`src/rtl/dh_key_sequencer.sv`:
```
// dh_key_sequencer
// Runs Diffie-Hellman key jobs on an external modular-power engine. A GEN job
// computes pub_key = G^priv mod P and stores priv for later jobs. A PEER job
// computes shared_key = peer_pub^priv mod P. Requests wait in two one-deep
// slots. GEN always wins arbitration, so a GEN and a PEER requested in the
// same cycle run in that order. An engine that never answers is cut off by a
// watchdog on the WAIT state.
module dh_key_sequencer #(
  parameter int N       = 8,
  parameter int P       = 89,
  parameter int G       = 3,
  parameter int TIMEOUT = 64
) (
  input  logic         clk,
  input  logic         rst,
  input  logic         ena,
  input  logic         gen_req,
  input  logic [N-1:0] priv_key,
  input  logic         peer_req,
  input  logic [N-1:0] peer_pub,
  output logic         mp_start,
  output logic [N-1:0] mp_base,
  output logic [N-1:0] mp_exp,
  input  logic [N-1:0] mp_res,
  input  logic         mp_rdy,
  output logic [N-1:0] pub_key,
  output logic         pub_valid,
  output logic [N-1:0] shared_key,
  output logic         shared_valid,
  output logic         busy,
  output logic         err
);

  localparam int            CW       = $clog2(TIMEOUT + 1);
  localparam logic [N-1:0]  P_VAL    = N'(P);
  localparam logic [N-1:0]  G_VAL    = N'(G);
  localparam logic [N-1:0]  TWO      = N'(2);
  localparam logic [CW-1:0] TMO_LAST = CW'(TIMEOUT - 1);

  typedef enum logic [1:0] {
    IDLE  = 2'd0,
    ISSUE = 2'd1,
    WAIT  = 2'd2,
    STORE = 2'd3
  } state_t;

  state_t        state_reg;

  // Pending request slots, one entry each.
  logic          gen_full_reg;
  logic [N-1:0]  gen_op_reg;
  logic          peer_full_reg;
  logic [N-1:0]  peer_op_reg;

  // Private key of the most recently launched GEN job.
  logic [N-1:0]  priv_reg;
  logic          priv_valid_reg;

  // Active job bookkeeping.
  logic          job_gen_reg;
  logic [CW-1:0] cnt_reg;
  logic [N-1:0]  res_reg;

  // Request qualification and arbitration decisions for this cycle.
  logic          gen_key_ok;
  logic          gen_accept;
  logic          gen_reject;
  logic          peer_pub_ok;
  logic          peer_key_ok;
  logic          peer_accept;
  logic          peer_reject;
  logic          take_gen;
  logic          take_peer;
  logic          timeout_hit;

  // Decide which requests are accepted and which job (if any) starts now.
  always_comb begin
    gen_key_ok  = 1'b0;
    gen_accept  = 1'b0;
    gen_reject  = 1'b0;
    peer_pub_ok = 1'b0;
    peer_key_ok = 1'b0;
    peer_accept = 1'b0;
    peer_reject = 1'b0;
    take_gen    = 1'b0;
    take_peer   = 1'b0;
    timeout_hit = 1'b0;

    // The engine treats a signed exponent <= 0 as trivial, so only
    // strictly positive keys with a clear sign bit are usable.
    gen_key_ok  = (priv_key != '0) && !priv_key[N-1];
    gen_accept  = gen_req && !gen_full_reg && gen_key_ok;
    gen_reject  = gen_req && !gen_accept;

    // A peer key of 0 or 1 (or outside the field) gives a degenerate secret.
    peer_pub_ok = (peer_pub >= TWO) && (peer_pub < P_VAL);
    // A PEER job needs a key: either one already stored, or a GEN job that
    // is guaranteed to run first (pending now or arriving this cycle).
    peer_key_ok = priv_valid_reg || gen_full_reg || gen_accept;
    peer_accept = peer_req && !peer_full_reg && peer_pub_ok && peer_key_ok;
    peer_reject = peer_req && !peer_accept;

    take_gen    = (state_reg == IDLE) && gen_full_reg;
    take_peer   = (state_reg == IDLE) && !gen_full_reg && peer_full_reg;

    timeout_hit = (state_reg == WAIT) && !mp_rdy && (cnt_reg == TMO_LAST);
  end

  // Pending slots: filled by accepted requests in any state, emptied when
  // the FSM picks the job up. A full slot can never accept, so the fill and
  // the clear of one slot never happen in the same cycle.
  always_ff @(posedge clk or posedge rst) begin
    if (rst) begin
      gen_full_reg  <= 1'b0;
      gen_op_reg    <= '0;
      peer_full_reg <= 1'b0;
      peer_op_reg   <= '0;
    end else if (ena) begin
      if (gen_accept) begin
        gen_full_reg <= 1'b1;
        gen_op_reg   <= priv_key;
      end else if (take_gen) begin
        gen_full_reg <= 1'b0;
      end

      if (peer_accept) begin
        peer_full_reg <= 1'b1;
        peer_op_reg   <= peer_pub;
      end else if (take_peer) begin
        peer_full_reg <= 1'b0;
      end
    end
  end

  // Stored private key: replaced only when a GEN job is launched, so a
  // gen_req arriving mid-PEER-job cannot change that job's exponent.
  always_ff @(posedge clk or posedge rst) begin
    if (rst) begin
      priv_reg       <= '0;
      priv_valid_reg <= 1'b0;
    end else if (ena) begin
      if (take_gen) begin
        priv_reg       <= gen_op_reg;
        priv_valid_reg <= 1'b1;
      end
    end
  end

  // Job sequencer with registered engine controls, results and status pulses.
  always_ff @(posedge clk or posedge rst) begin
    if (rst) begin
      state_reg    <= IDLE;
      job_gen_reg  <= 1'b0;
      cnt_reg      <= '0;
      res_reg      <= '0;
      mp_start     <= 1'b0;
      mp_base      <= '0;
      mp_exp       <= '0;
      pub_key      <= '0;
      pub_valid    <= 1'b0;
      shared_key   <= '0;
      shared_valid <= 1'b0;
      busy         <= 1'b0;
      err          <= 1'b0;
    end else if (ena) begin
      mp_start     <= 1'b0;
      pub_valid    <= 1'b0;
      shared_valid <= 1'b0;
      err          <= gen_reject || peer_reject || timeout_hit;

      case (state_reg)
        IDLE: begin
          if (take_gen) begin
            state_reg   <= ISSUE;
            job_gen_reg <= 1'b1;
            mp_start    <= 1'b1;
            mp_base     <= G_VAL;
            mp_exp      <= gen_op_reg;
            busy        <= 1'b1;
          end else if (take_peer) begin
            state_reg   <= ISSUE;
            job_gen_reg <= 1'b0;
            mp_start    <= 1'b1;
            mp_base     <= peer_op_reg;
            mp_exp      <= priv_reg;
            busy        <= 1'b1;
          end
        end

        ISSUE: begin
          // mp_start was raised on entry and drops on the way out.
          state_reg <= WAIT;
          cnt_reg   <= '0;
        end

        WAIT: begin
          if (mp_rdy) begin
            res_reg   <= mp_res;
            state_reg <= STORE;
          end else if (timeout_hit) begin
            state_reg <= IDLE;
            busy      <= 1'b0;
          end else begin
            cnt_reg <= cnt_reg + 1'b1;
          end
        end

        STORE: begin
          if (job_gen_reg) begin
            pub_key   <= res_reg;
            pub_valid <= 1'b1;
          end else begin
            shared_key   <= res_reg;
            shared_valid <= 1'b1;
          end
          state_reg <= IDLE;
          busy      <= 1'b0;
        end

        default: begin
          state_reg <= IDLE;
          busy      <= 1'b0;
        end
      endcase
    end
  end

endmodule

```
`config.mk`:
```
export PLATFORM = sky130hd
export DESIGN_NAME = dh_key_sequencer
export DESIGN_NICKNAME = d
export VERILOG_FILES = /design/src/rtl/dh_key_sequencer.sv
export SDC_FILE = /design/constraint.sdc
export NUM_CORES = 1
export LEC_CHECK = 0
export BUFFER_PORTS_ARGS = -buffer_cell sky130_fd_sc_hd__buf_2
export CAP_MARGIN = 20
export CORE_ASPECT_RATIO = 0.8
export CORE_MARGIN = 2
export CORE_UTILIZATION = 49
export DETAILED_ROUTE_END_ITERATION = 12
export PLACE_DENSITY = 0.77
export SYNTH_ARGS = -nofsm -noshare
export SYNTH_HDL_FRONTEND = slang
export SYNTH_SLANG_ARGS = --single-unit
```
`constraint.sdc`:
```
create_clock -name clk -period 2.2 [get_ports clk]
set_input_delay 0.11 -clock clk [delete_from_list [all_inputs] [get_ports clk]]
set_output_delay 0.11 -clock clk [all_outputs]
set_load 0.01 [all_outputs]
```
After elaboration in Yosys (flattened, before gate mapping)
Index checks and enable logic that the tools add are counted.
- register bits: 82
- output and inout port bits: 37
- word-level logic and storage cells: 104
- $add $sub $neg: 1
- magnitude comparators: 2
- equal/unequal tests: 9
- mux-type cells: 29
- bitwise operators: 1
- reduce and logical (&&, ||, !) cells: 43
- operator list (cell ; count):
    2-to-1 mux 8 bit ; 4
    2-to-1 mux 1 bit ; 16
    AND reduction 3 bit ; 5
    logical AND 1 bit ; 14
    2-to-1 mux 7 bit ; 2
    case mux 7 bit (2 select lines) ; 1
    AND reduction 2 bit ; 5
    greater-or-equal comparator 8 x 2 -> 1 bit, second input constant ; 1
    less-than comparator 8 x 7 -> 1 bit, second input constant ; 1
    2-to-1 mux 2 bit ; 4
    case mux 2 bit (4 select lines) ; 1
    nonzero test 2 bit ; 4
    nonzero test 8 bit ; 1
    adder 7 x 1 -> 7 bit, second input constant ; 1
    == test 7 x 6 -> 1 bit, second input constant ; 1
    logical NOT 1 bit ; 6
    != test 2 bit, second input constant ; 3
    != test 3 bit, second input constant ; 2
    AND reduction 5 bit ; 1
    == test 2 bit, second input constant ; 2
    logical OR 1 bit ; 4
    AND reduction 4 bit ; 1
    case mux 1 bit (3 select lines) ; 1
    nonzero test 3 bit ; 1
    3 further kinds ; 3

Longest topological paths before layout
Gate-level depths: netlist of the first run.
- depth in word-level cells: 9
- mapped depth: 6
- mapped depth without buffers: 5

Worst setup path before layout of the first run
OpenSTA, ideal clock, no wires.
- path kind: reg2reg
- from: register state_reg[0]
- to: register cnt_reg[5]
- setup time: 0.079 ns
- arrival: 1.537 ns
- setup slack: 0.584 ns
- cell stages (with the launch flop): 6
- path buffers: 1
- clock period less this slack: 1.616 ns
- cells stage by stage: dfrtp_1 clkbuf_1 nor3b_1 o21ai_0 a211oi_1 mux2i_1
- cells in the longest elaborated chain, start to end: 5
- RTL lines (element ; RTL line ; text):
    start: declaration ; 47 ; state_t state_reg;
    start signal: assignment ; 152 ; state_reg <= IDLE;
    start signal: assignment ; 174 ; state_reg <= ISSUE;
    start signal: assignment ; 181 ; state_reg <= ISSUE;
    == test 2 bit ; 106, 171 ;
    logical AND 1 bit (2 in series) ; 106 ; timeout_hit = (state_reg == WAIT) && !mp_rdy && (cnt_reg == TMO_LAST);
    != test 2 bit (no source line) ; - ;
    AND reduction 4 bit (no source line) ; - ;
    end signal: assignment ; 204 ; cnt_reg <= cnt_reg + 1'b1;
    end: declaration ; 61 ; logic [CW-1:0] cnt_reg;
Parallel ways exist; a longest one is shown, timed or not.
A chain may end at the register's enable or synchronous reset.

Worst setup path after layout of the first run
- from: input port priv_key[2]
- to: register peer_op_reg[1]
- cells in the longest elaborated chain, start to end: 6
- RTL lines (element ; RTL line ; text):
    start: declaration ; 18 ; input logic [N-1:0] priv_key,
    nonzero test 8 bit ; 91 ; gen_key_ok = (priv_key != '0) && !priv_key[N-1];
    logical AND 1 bit ; 91 ;
    logical AND 1 bit ; 92 ; gen_accept = gen_req && !gen_full_reg && gen_key_ok;
    logical OR 1 bit ; 99 ; peer_key_ok = priv_valid_reg || gen_full_reg || gen_accept;
    logical AND 1 bit ; 100 ; peer_accept = peer_req && !peer_full_reg && peer_pub_ok && peer_key_ok;
    AND reduction 2 bit (no source line) ; - ;
    end signal: assignment ; 128 ; peer_op_reg <= peer_pub;
    end: declaration ; 53 ; logic [N-1:0] peer_op_reg;
Every way passes these cells.

==> results of run 1 <==
placed cells by master (no fill, tap or decap), types with 2 or more instances in the layout:
cell,synthesis,routed
o21ai_0,27,27
buf_2,4,66
dlygate4sd3_1,0,15
inv_1,8,7
o41ai_2,2,2
a21o_1,3,3
and2_1,3,3
nand3_1,4,4
clkbuf_8,0,10
buf_4,0,3
nor2b_1,3,3
nand2_1,33,33
o211ai_1,2,2
clkinv_4,0,2
mux2i_1,12,12
or3_1,2,2
dfrtp_1,82,82
mux2_4,2,2
nor3b_1,2,2
nor2_1,7,7
nand2b_1,3,3
mux2_2,44,44
nand4_1,3,3
area by class of cell:
| cell class | instances | share of cell area [%] |
|---|---|---|
| clock buffers | 11 | 3.32 |
| flip-flops and latches | 82 | 48.2 |
| multi-input cells | 178 | 31.4 |
| repair buffers | 85 | 12.3 |
| clock inverters | 5 | 1.44 |
| inverters | 9 | 0.881 |
| well taps | 87 | 2.56 |
stage by stage:
stage               utilization, %  std cells  worst slack, ns  power [µW]  hold WS (ns)
floorplan                        -        281            0.584        3670         0.259
global route                  61.8        457           0.0421        5750        0.0127
CTS                           61.8        457           0.0130        5410        0.0164
detailed placement            56.7        426            0.200        4270         0.267
finish                        61.8        457            0.111        5360        0.0324
global placement              56.7        426            0.262        4190         0.264
cells by family after synthesis:
family / after synthesis / synth area share [%]
multiplexers: 58 / 18.6
AND/OR/NAND/NOR: 68 / 9.54
flip-flops: 82 / 59.0
AO/OA/AOI/OAI: 51 / 9.83
adder cells (fa/ha/maj): 1 / 0.360
buffers and inverters: 21 / 2.66
power groups by stage:
stage               logic, µW  clock network, µW  registers (µW)
floorplan                1100                  0            2570
global placement         1650                  0            2540
detailed placement       1710                  0            2570
CTS                      1740               1140            2540
global route             1920               1190            2640
finish                   1720               1100            2540
worst paths after layout:
path	endpoint	slack, ns	cells after the start
max	peer_op_reg[1]	0.11	6
min	peer_op_reg[5]	0.03	2
max reg2reg	cnt_reg[5]	0.28	4
min reg2reg	mp_exp[1]	0.48	2
max in group asynchronous	peer_op_reg[2]	1.43	4
min in group asynchronous	mp_exp[3]	0.42	4
critical path: stages:
cell and delay, ns:
dlygate4sd3_1 0.53, buf_2 0.13, or4_4 0.56, o41ai_2 0.30, a211o_2 0.32, mux2_2 0.37
routing by layer:
| layer | share of wire [%] | GRT usage, % | vias to the layer above |
|---|---|---|---|
| met5 | 0 | 0 | - |
| met4 | 1.4 | 7.12 | 0 |
| met3 | 4.6 | 5.02 | 10 |
| met2 | 46 | 29.5 | 61 |
| met1 | 48 | 25.9 | 1194 |
| li1 | - | - | 1172 |
timing repair:
item | 4_1_cts | 5_1_grt
hold endpoints to repair | 96 | 0
hold buffers | 15 | 0
resized for setup | 0 | 1
setup endpoints to repair | 0 | 7
==> impl_metrics.py, run 1 <==
metrics = {
    "floorplan": {
        "die_x_um": 98.2,
        "core-area_um2": 6890,
        "die_area_um2": 7790,
        "start_util_pct": 50.4,
        "ios": 67,
        "rows": 27,
        "die_h_um": 79.3,
    },
    "sta": {
        "final.setup.tns_ns": 0,
        "final-setup-viol-count": 0,
        "fin_crit_sh_pct": 95.0,
        "fin_skew_ns": 0.00941,
        "fin_crit_ns": 2.09,
        "relSlewSlack_pct": 57.6,
        "tightest_slew_ns": 0.635,
        "fmax_mhz": 479,
        "drv_slew": 0,
        "hold_violations": 0,
        "rsz0062_at_grt": "no",
    },
    "synthesis": {
        "synth_most_common_cell": "dfrtp_1",
        "synthCells": 281,
        "synthTopCellsByArea": "dfrtp_1 59%, mux2_2 14%, o21ai_0 3.9%, nand2_1 3.6%, mux2i_1 3.5%",
        "synth_cell_types": 49,
        "ys_seq_elements": 82,
        "yosys-top-cells-count": "82 x dfrtp_1, 44 x mux2_2, 33 x nand2_1, 27 x o21ai_0, 12 x mux2i_1",
        "netlist.area_leader.share_pct": 59.0,
        "synth_ff_type": "dfrtp_1",
        "syn-cell-area_um2": 3480,
        "synth_warnings": 0,
        "async_flop_share_pct": 100,
        "postSynthAreaPerCell_um2": 12.4,
        "syn_nets": 312,
        "synth_edf_count": 0,
        "seq_area_frac_synth_pct": 59.0,
        "synth_top_area_cell": "dfrtp_1",
    },
    "setup_path": {
        "critPathMaxFanout": 9,
        "timing.rr.start": "state_reg[0]",
        "worst-setup-path-type": "input port to flop",
        "worstPathArrival_ns": 2.32,
        "startpoint": "priv_key[2]",
        "worst_setup_path_start_kind": "input port",
        "required_ns": 2.43,
        "critPathCaptureType": "flop",
    },
    "clock_network": {
        "htree_levels": 3,
        "clock_path_buffers": 2,
        "cts_setup_buffers": 0,
        "cts_tree": "built",
        "numCtsBuffers": 9,
        "numClockSinks": 82,
        "clk_latency_ns": 0.35,
        "path_clk_slew_ns": 0.08,
        "root_buffer": "clkbuf_8",
    },
    "pwr": {
        "powerDensity_nw_per_um2": 1260,
        "pwr-share-comb_pct": 32.0,
        "p_sw_uw": 1790,
        "p_leak_uw": 0.00202,
        "power.clock.fraction_pct": 20.6,
        "internal_power_uw": 3580,
        "ir_worst_vdd_mv": 0.675,
        "swShare_pct": 33.3,
        "seq_power_share_pct": 47.4,
    },
    "status": {
        "status": "complete, no violations",
    },
    "place": {
        "placed_area_um2": 3910,
        "gp_congestion": 0.802,
        "hpwl_mm": 4.58,
        "io_buffers": 66,
    },
    "routing": {
        "drt_iter0_markers": 159,
        "wl_mm": 6.87,
        "wire_per_inst_um": 15.0,
        "ant_nets": 0,
        "first_pass_iters": 4,
        "via_per_inst": 5.33,
        "drcViolationCount": 0,
        "vias": 2437,
    },
    "grt": {
        "gr-total-overflow": 0,
        "grt_max_degree": 83,
        "grtUsageTotal_pct": 19.0,
        "grt_pass1_vias": 2390,
        "grt_pass1_wl_mm": 11.6,
        "antenna_found_initial": 0,
    },
    "cells_and_area": {
        "final_area_um2": 4260,
        "regArea_um2": 2050,
        "final_layout_size_suffix_gt1_share_pct": 38.1,
        "fill_cells": 572,
        "n_antenna_cell": 0,
        "fin_nets": 396,
        "area_delta_synth_final_pct": 22.6,
        "multi_input_area_um2": 1340,
    },
    "job": {
        "drv_cap": 0,
    },
    "hold_path": {
        "min_path_type": "input port to flop",
        "min_from": "peer_pub[5]",
    },
}
No activity file was read; power rests on OpenSTA's default activity.
==> inputs of run 2 (changes only) <==
Settings changed: ABC_AREA set to 1.
==> impl_metrics.py, run 2 <==
metrics = {
    "synthesis": {
        "async_flop_share_pct": 100,
        "synth_ff_type": "dfrtp_1",
        "synthTopCellsByArea": "dfrtp_1 59%, nand2_1 13%, o21ai_0 4.3%, inv_1 3.2%, mux2_2 3.2%",
        "synth_most_common_cell": "nand2_1",
        "syn_nets": 410,
        "syn-cell-area_um2": 3490,
        "synth_cell_types": 30,
        "synth_top_area_cell": "dfrtp_1",
        "synth_edf_count": 0,
        "postSynthAreaPerCell_um2": 9.20,
        "netlist.area_leader.share_pct": 58.8,
        "yosys-top-cells-count": "118 x nand2_1, 82 x dfrtp_1, 30 x inv_1, 30 x o21ai_0, 26 x nor2_1",
        "synthCells": 379,
        "seq_area_frac_synth_pct": 58.8,
        "ys_seq_elements": 82,
        "synth_warnings": 0,
    },
    "clock_network": {
        "clock_path_buffers": 2,
        "cts_setup_buffers": 0,
        "cts_hold_buf": 13,
        "numClockSinks": 82,
        "path_clk_slew_ns": 0.09,
        "numCtsBuffers": 9,
        "clk_latency_ns": 0.35,
        "ctsResizeCount": 0,
        "htree_levels": 3,
        "cts_tree": "built",
        "root_buffer": "clkbuf_8",
    },
    "floorplan": {
        "die_area_um2": 7810,
        "start_util_pct": 50.6,
        "rows": 27,
        "core-area_um2": 6890,
        "die_h_um": 79.5,
        "ios": 67,
        "die_x_um": 98.3,
    },
    "cells_and_area": {
        "area_delta_synth_final_pct": 21.8,
        "fill_cells": 616,
        "fin_nets": 494,
        "final_layout_size_suffix_gt1_share_pct": 24.4,
        "final_common_cell": "nand2_1",
        "layout_common_cells": "118 x nand2_1, 82 x dfrtp_1, 66 x buf_2",
        "final_area_um2": 4250,
        "n_antenna_cell": 0,
    },
    "grt": {
        "gr-total-overflow": 0,
        "grt_pass1_wl_mm": 12.8,
        "grt_pass1_vias": 2827,
        "antenna_found_initial": 0,
        "grtUsageTotal_pct": 20.5,
        "grt_max_degree": 83,
    },
    "sta": {
        "rsz0062_at_grt": "no",
        "holdWs_ns": 0.0152,
        "relSlewSlack_pct": 62.3,
        "hold_violations": 0,
        "final-setup-viol-count": 0,
        "tightest_slew_ns": 0.564,
        "fin_crit_sh_pct": 75.5,
        "drv_slew": 0,
        "worst_slack_ns": 0.540,
        "final.setup.tns_ns": 0,
        "fin_skew_ns": 0.0151,
        "fmax_mhz": 602,
        "fin_crit_ns": 1.66,
    },
    "place": {
        "gp_congestion": 0.804,
        "placed_area_um2": 3920,
        "pre_cts_slack_ns": 0.579,
        "io_buffers": 66,
        "hpwl_mm": 5.08,
    },
    "setup_path": {
        "critPathMaxFanout": 17,
        "worst_setup_path_start_kind": "flop",
        "critPathCaptureType": "flop",
        "worst-setup-path-type": "flop to flop",
        "worstPathArrival_ns": 1.91,
        "required_ns": 2.45,
    },
    "routing": {
        "wire_per_inst_um": 13.5,
        "first_pass_iters": 4,
        "wl_mm": 7.49,
        "via_per_inst": 5.11,
        "drcViolationCount": 0,
        "ant_nets": 0,
        "drt_iter0_markers": 188,
        "vias": 2838,
    },
    "pwr": {
        "ir_worst_vdd_mv": 0.679,
        "power_uw": 5320,
        "p_leak_uw": 0.00224,
        "powerDensity_nw_per_um2": 1250,
    },
    "hold_path": {
        "min_path_type": "input port to flop",
    },
    "status": {
        "status": "complete, no violations",
    },
    "job": {
        "drv_cap": 0,
    },
}
run 2: path summary, 6_finish.rpt:
check	from	endpoint	slack, ns	cells after the start
worst max register to register	state_reg[1]	priv_reg[7]	0.54	5
worst min register to register	busy	busy	0.47	2
min in group asynchronous	rst	priv_reg[6]	0.43	4
worst max-delay path	state_reg[1]	priv_reg[7]	0.54	5
max in group asynchronous	rst	shared_key[7]	1.45	4
worst min-delay path	priv_key[6]	gen_op_reg[6]	0.02	3
run 2: layout make-up:
| cell class | count | area, µm² | share of cell area (%) |
|---|---|---|---|
| multi-input combinational | 251 | 1240 | 29.2 |
| sequential | 82 | 2050 | 48.3 |
| tap | 87 | 109 | 2.56 |
| inverter | 35 | 135 | 3.18 |
| clock buffer | 11 | 141 | 3.33 |
| clock inverter | 5 | 61.3 | 1.44 |
| timing repair buffer | 84 | 510 | 12.0 |
run 2: worst max-delay path, stage by stage (launching register included):
cell and delay, ns:
dfrtp_1 0.44, nor2_2 0.20, inv_2 0.06, nor2_2 0.16
nand2_1 0.37, a22oi_1 0.32
run 2: through the flow:
stage	utilization, %	std cells
finish	61.6	555
global route	61.6	555
CTS	61.6	555
detailed placement	56.8	526
global placement	56.8	526
floorplan	-	379
run 2: power by group:
part           switching, µW  internal [µW]  leakage, µW  total (µW)
Clock                    551            565     0.000104        1120
Sequential               388           2130      0.00103        2520
Combinational           1010            676      0.00110        1690
Total                   1950           3370      0.00224        5320
run 2: routing by layer:
layer	wire length, µm	vias up	track usage (%)
met5	0	-	0
met4	169	0	9.18
met3	369	15	4.55
met2	3510	67	32.1
met1	3440	1371	27.6
li1	-	1385	-
run 2: cells by family after synthesis:
logic type	Yosys count	synth area share, %
fa+ha+maj	1	0.359
mux	10	3.23
compound gates	60	9.98
buf+inv	46	5.63
simple gates	175	20.7
flops	82	58.8
xor+xnor	5	1.26
